## src/rtl/ask_mod.sv

```systemverilog
// On-off-keyed ASK modulator: a free-running DDS sine carrier gated by serial data bits,
// each bit held for SYM_CYCLES clocks, emitted as signed 8-bit samples two clocks later.
module ask_mod #(
  parameter int SYM_CYCLES = 8,
  parameter int PHASE_W    = 16,
  parameter int PHASE_INC  = 16384
) (
  input  logic              clk,
  input  logic              rst,
  input  logic              din_valid,
  input  logic              din,
  output logic              din_ready,
  output logic signed [7:0] dout,
  output logic              busy,
  output logic              sym_strobe
);

  localparam int                 CNT_W    = (SYM_CYCLES > 1) ? $clog2(SYM_CYCLES) : 1;
  localparam logic [CNT_W-1:0]   CNT_LOAD = CNT_W'(SYM_CYCLES - 1);
  localparam logic [PHASE_W-1:0] INC      = PHASE_W'(PHASE_INC);

  // Two states only, so busy (registered copy of state==SEND) exposes the full FSM state.
  typedef enum logic {
    IDLE = 1'b0,
    SEND = 1'b1
  } state_t;

  state_t              state, state_next;
  logic [CNT_W-1:0]    cnt, cnt_next;
  logic                bit_q, bit_next;
  logic                load;
  logic                accept;
  logic [PHASE_W-1:0]  phase;
  logic signed [7:0]   s1;
  logic                on1;

  // First quadrant of round(127*sin(2*pi*k/256)), k = 0..64; the other three are mirrored.
  function automatic logic [6:0] quarter_sine(input logic [6:0] idx);
    case (idx)
      7'd0:    quarter_sine = 7'd0;
      7'd1:    quarter_sine = 7'd3;
      7'd2:    quarter_sine = 7'd6;
      7'd3:    quarter_sine = 7'd9;
      7'd4:    quarter_sine = 7'd12;
      7'd5:    quarter_sine = 7'd16;
      7'd6:    quarter_sine = 7'd19;
      7'd7:    quarter_sine = 7'd22;
      7'd8:    quarter_sine = 7'd25;
      7'd9:    quarter_sine = 7'd28;
      7'd10:   quarter_sine = 7'd31;
      7'd11:   quarter_sine = 7'd34;
      7'd12:   quarter_sine = 7'd37;
      7'd13:   quarter_sine = 7'd40;
      7'd14:   quarter_sine = 7'd43;
      7'd15:   quarter_sine = 7'd46;
      7'd16:   quarter_sine = 7'd49;
      7'd17:   quarter_sine = 7'd51;
      7'd18:   quarter_sine = 7'd54;
      7'd19:   quarter_sine = 7'd57;
      7'd20:   quarter_sine = 7'd60;
      7'd21:   quarter_sine = 7'd63;
      7'd22:   quarter_sine = 7'd65;
      7'd23:   quarter_sine = 7'd68;
      7'd24:   quarter_sine = 7'd71;
      7'd25:   quarter_sine = 7'd73;
      7'd26:   quarter_sine = 7'd76;
      7'd27:   quarter_sine = 7'd78;
      7'd28:   quarter_sine = 7'd81;
      7'd29:   quarter_sine = 7'd83;
      7'd30:   quarter_sine = 7'd85;
      7'd31:   quarter_sine = 7'd88;
      7'd32:   quarter_sine = 7'd90;
      7'd33:   quarter_sine = 7'd92;
      7'd34:   quarter_sine = 7'd94;
      7'd35:   quarter_sine = 7'd96;
      7'd36:   quarter_sine = 7'd98;
      7'd37:   quarter_sine = 7'd100;
      7'd38:   quarter_sine = 7'd102;
      7'd39:   quarter_sine = 7'd104;
      7'd40:   quarter_sine = 7'd106;
      7'd41:   quarter_sine = 7'd107;
      7'd42:   quarter_sine = 7'd109;
      7'd43:   quarter_sine = 7'd111;
      7'd44:   quarter_sine = 7'd112;
      7'd45:   quarter_sine = 7'd113;
      7'd46:   quarter_sine = 7'd115;
      7'd47:   quarter_sine = 7'd116;
      7'd48:   quarter_sine = 7'd117;
      7'd49:   quarter_sine = 7'd118;
      7'd50:   quarter_sine = 7'd120;
      7'd51:   quarter_sine = 7'd121;
      7'd52:   quarter_sine = 7'd122;
      7'd53:   quarter_sine = 7'd122;
      7'd54:   quarter_sine = 7'd123;
      7'd55:   quarter_sine = 7'd124;
      7'd56:   quarter_sine = 7'd125;
      7'd57:   quarter_sine = 7'd125;
      7'd58:   quarter_sine = 7'd126;
      7'd59:   quarter_sine = 7'd126;
      7'd60:   quarter_sine = 7'd126;
      7'd61:   quarter_sine = 7'd127;
      7'd62:   quarter_sine = 7'd127;
      7'd63:   quarter_sine = 7'd127;
      default: quarter_sine = 7'd127;
    endcase
  endfunction

  // Quadrants 1 and 3 read the quarter table backwards; quadrants 2 and 3 negate.
  function automatic logic signed [7:0] sine_lut(input logic [7:0] addr);
    logic [6:0] qidx;
    logic [7:0] mag;
    qidx     = addr[6] ? (7'd64 - {1'b0, addr[5:0]}) : {1'b0, addr[5:0]};
    mag      = {1'b0, quarter_sine(qidx)};
    sine_lut = addr[7] ? 8'(-$signed(mag)) : $signed(mag);
  endfunction

  // Handshake: a bit transfers on a rising clk edge where din_valid && din_ready; din_ready
  // depends only on registered state (IDLE, or last cycle of a symbol), never on din_valid.
  always_comb begin
    state_next = state;
    cnt_next   = cnt;
    bit_next   = bit_q;
    load       = 1'b0;
    din_ready  = (state == IDLE) || (cnt == '0);
    accept     = din_valid && din_ready;
    case (state)
      IDLE: begin
        if (accept) begin
          state_next = SEND;
          load       = 1'b1;
        end
      end
      SEND: begin
        if (cnt != '0) begin
          cnt_next = cnt - CNT_W'(1);
        end else if (accept) begin
          load = 1'b1;
        end else begin
          state_next = IDLE;
        end
      end
      default: state_next = IDLE;
    endcase
    if (load) begin
      cnt_next = CNT_LOAD;
      bit_next = din;
    end
  end

  // Phase is never touched by data activity so the carrier stays continuous across gaps.
  always_ff @(posedge clk or posedge rst) begin
    if (rst) begin
      phase      <= '0;
      state      <= IDLE;
      cnt        <= '0;
      bit_q      <= 1'b0;
      busy       <= 1'b0;
      sym_strobe <= 1'b0;
      s1         <= '0;
      on1        <= 1'b0;
      dout       <= '0;
    end else begin
      phase      <= phase + INC;
      state      <= state_next;
      cnt        <= cnt_next;
      bit_q      <= bit_next;
      busy       <= (state_next == SEND);
      sym_strobe <= load;
      s1         <= sine_lut(phase[PHASE_W-1 -: 8]);
      on1        <= (state == SEND) && bit_q;
      dout       <= on1 ? s1 : 8'sd0;
    end
  end

endmodule
```

## config.mk

```make
export PLATFORM = sky130hd
export DESIGN_NAME = ask_mod
export DESIGN_NICKNAME = d
export VERILOG_FILES = /design/src/rtl/ask_mod.sv
export SDC_FILE = /design/constraint.sdc
export NUM_CORES = 1
export LEC_CHECK = 0
export ABC_CLOCK_PERIOD_IN_PS = 1600
export BUFFER_PORTS_ARGS = -buffer_cell sky130_fd_sc_hd__buf_2
export CORE_AREA = 2 2 39 41
export DETAILED_ROUTE_END_ITERATION = 7
export DIE_AREA = 0 0 41 43
export GPL_TIMING_DRIVEN = 0
export PLACE_DENSITY_LB_ADDON = 0.3
export SYNTH_ARGS = -nofsm -noshare
export SYNTH_HDL_FRONTEND = slang
export SYNTH_SLANG_ARGS = --single-unit
export TNS_END_PERCENT = 30
```

## constraint.sdc

```tcl
create_clock -name clk -period 1.6 [get_ports clk]
set_input_delay 0.48 -clock clk [delete_from_list [all_inputs] [get_ports clk]]
set_output_delay 0.48 -clock clk [all_outputs]
set_load 0.02 [all_outputs]
```

==> results.cfg <==
[status]
status = complete, but fails checks
violations = setup timing

[global_route]
grt_use_total_pct = 14.4
grt_pass1_vias = 419
antenna_found_initial = 0
grt_max_degree = 16
grt_pass1_wl_um = 1610
grt-ovfl-total = 0

[die]
dieWidth_um = 41
dieArea_sq_mm = 0.00176
start_util_pct = 44.7
die_h_um = 43
io_pins = 15
row_count = 14
core_sq_mm = 0.00138

[setup_path]
path_class = flop to output port
startpoint_type = flop
max_stage_delay_ns = 0.39
cpMaxStageDelayCell = dfrtp_1
required_ns = 1.12
ff2ff_setup_slack_ns = 0.20
critical_path_arrival_ns = 1.14
end_kind = output port
path_cells = inv_2, ha_4, nand2b_4, nand2_4, buf_6
critPathMaxFanout = 3

[drt]
ant_nets = 0
wirelength_um = 912
wl_per_cell_um = 10.5
drt_first_pass_iters = 4
drt_iter0_drc = 4
viasPerCell = 4.55
vias = 396
drcViolationCount = 0

[synth]
ys_warn_count = 0
avgSynthCellArea_sq_um = 12.9
synth_cells = 48
ys_seq_area_share_pct = 60.7
ys_types = 16
synth-seq-cells = 15
syn-num-nets = 56
netlist_area_sq_um = 618

[sta]
worst_pin_slew_ns = 0.532
slew_violations = 0
rsz0062_at_grt = true
finalHoldViolations = 0
finalClockSkew_ns = 0.000905
period_share_pct = 101
slew_headroom_pct = 64.5
fmaxAchievable_ghz = 0.616
setup_slack_ns = -0.0225
fin_crit_ns = 1.62
finalSetupViolations = 1

[clock_tree]
cts-buffers-inserted = 3
cts_tree = done
cts.path.max_buffers = 2
clkTransAtPathRegs_ns = 0.09
cts.sinks = 15
hold_buffers = 0
clock_latency_ns = 0.28
cts-htree-levels = 1
root_buffer = clkbuf_4

[layout]
fill_cells = 114
multi_input_area_sq_um = 203
final_common_cell = dfrtp_1
final_cell_mix = dfrtp_1 (15), buf_2 (13), buf_4 (10)
diodes = 0
regArea_sq_um = 375
nets = 80
synthToLayoutAreaGrowth_pct = 29.4
drive_above_1_share_pct = 50.7

[power]
ir_worst_vdd_v = 0.000705
power_w = 0.00127
p_leak_nw = 0.436
power_density_mw_per_mm2 = 1590

[placed_design]
portBuffers = 14
gp_congestion = 0.687
preCtsSetupSlack_ns = -0.00260
hpwl_um = 709

[job]
maxCapViolations = 0

[hold_path]
hold_class = input pin to async pin
## worst max-delay path: cells and delay by family (launching register included)
| kind | cells | cell delay, ns |
|---|---|---|
| flops | 1 | 0.39 |
| buf+inv | 2 | 0.19 |
| fa+ha+maj | 1 | 0.15 |
| simple gates | 2 | 0.13 |
## area by class of cell
class                           instances  area share, %
Buffer                                  5           4.69
Clock buffer                            3           2.82
Clock inverter                          1          0.626
Inverter                                6           2.82
Multi-Input combinational cell         22           25.4
Sequential cell                        15           46.9
Tap cell                               16           2.50
Timing Repair Buffer                   19           14.2
## cell families (layout without fill, tap and decap cells)
logic type / Yosys count / in the layout / share of synthesized area, %
flip-flops: 15 / 15 / 60.7
buffers and inverters: 11 / 34 / 9.72
adder cells (fa/ha/maj): 4 / 4 / 8.10
multiplexers: 3 / 3 / 5.67
AO/OA/AOI/OAI: 3 / 3 / 4.05
AND/OR/NAND/NOR: 12 / 12 / 11.7
## power breakdown
| group | switching (W) | leakage [nW] | total, W | internal, W |
|---|---|---|---|---|
| logic | 0.000243 | 0.233 | 0.000521 | 0.000278 |
| registers | 0.0000634 | 0.186 | 0.000542 | 0.000478 |
| clock network | 0.000115 | 0.0177 | 0.000208 | 0.0000927 |
## flip-flops by register name (all words and copies together) (netlist names)
| name | flops |
|---|---|
| cnt | 3 |
| dout | 3 |
| s1 | 3 |
| phase | 2 |
| bit_q | 1 |
| on1 | 1 |
| state | 1 |
| sym_strobe | 1 |
## Yosys cell counts (all sizes together)
master	count	share of area, %
a21oi	1	0.81
nor2	2	1.2
a21boi	1	1.8
a21o	1	1.4
dfrtp	15	61
nand2	1	0.61
nor3	2	1.6
nand2b	2	3.2
mux2i	2	3.2
buf	5	6.1
nor2b	1	1.0
mux2	1	2.4
ha	4	8.1
inv	6	3.6
and2	4	4.0
## path summary, 6_finish.rpt
kind	start	endpoint	cells after the start
max	cnt[1]$_DFFE_PP0P_	din_ready	5
min	rst	phase[15]$_DFF_PP0_	2
max reg2reg	cnt[1]$_DFFE_PP0P_	bit_q$_DFFE_PP0P_	6
min reg2reg	phase[14]$_DFF_PP0_	s1[0]$_DFF_PP0_	0
max in group asynchronous	rst	dout[6]$_DFF_PP0_	2
min in group clk	din	bit_q$_DFFE_PP0P_	2
## through the flow
stage                     hold slack, ns  util, %  std cells  area (sq um)   TNS, ns
after floorplan                    0.381        -         48           618         0
after global placement             0.425     51.2         78           708         0
after detailed placement           0.426     51.2         78           708  -0.00260
after CTS                          0.240     57.2         86           792   -0.0363
after global routing               0.268     57.8         87           800   -0.0790
final                              0.224     57.8         87           800   -0.0225
## layer usage
metal | GRT usage (%) | share of wire [%] | vias up | wire length (um)
met4 | 10.0 | 1.3 | 0 | 12
li1 | - | - | 190 | -
met3 | 4.71 | 6.1 | 2 | 56
met2 | 24.7 | 58 | 13 | 533
met5 | 0 | 0 | - | 0
met1 | 13.0 | 34 | 191 | 309
## timing repair
item / 4_1_cts / 5_1_grt
pin swaps: 1 / 0
buffers inserted: 4 / 1
setup endpoints to repair: 1 / 1
gates resized for setup: 8 / 0
Power figures use the tool's default switching activity.
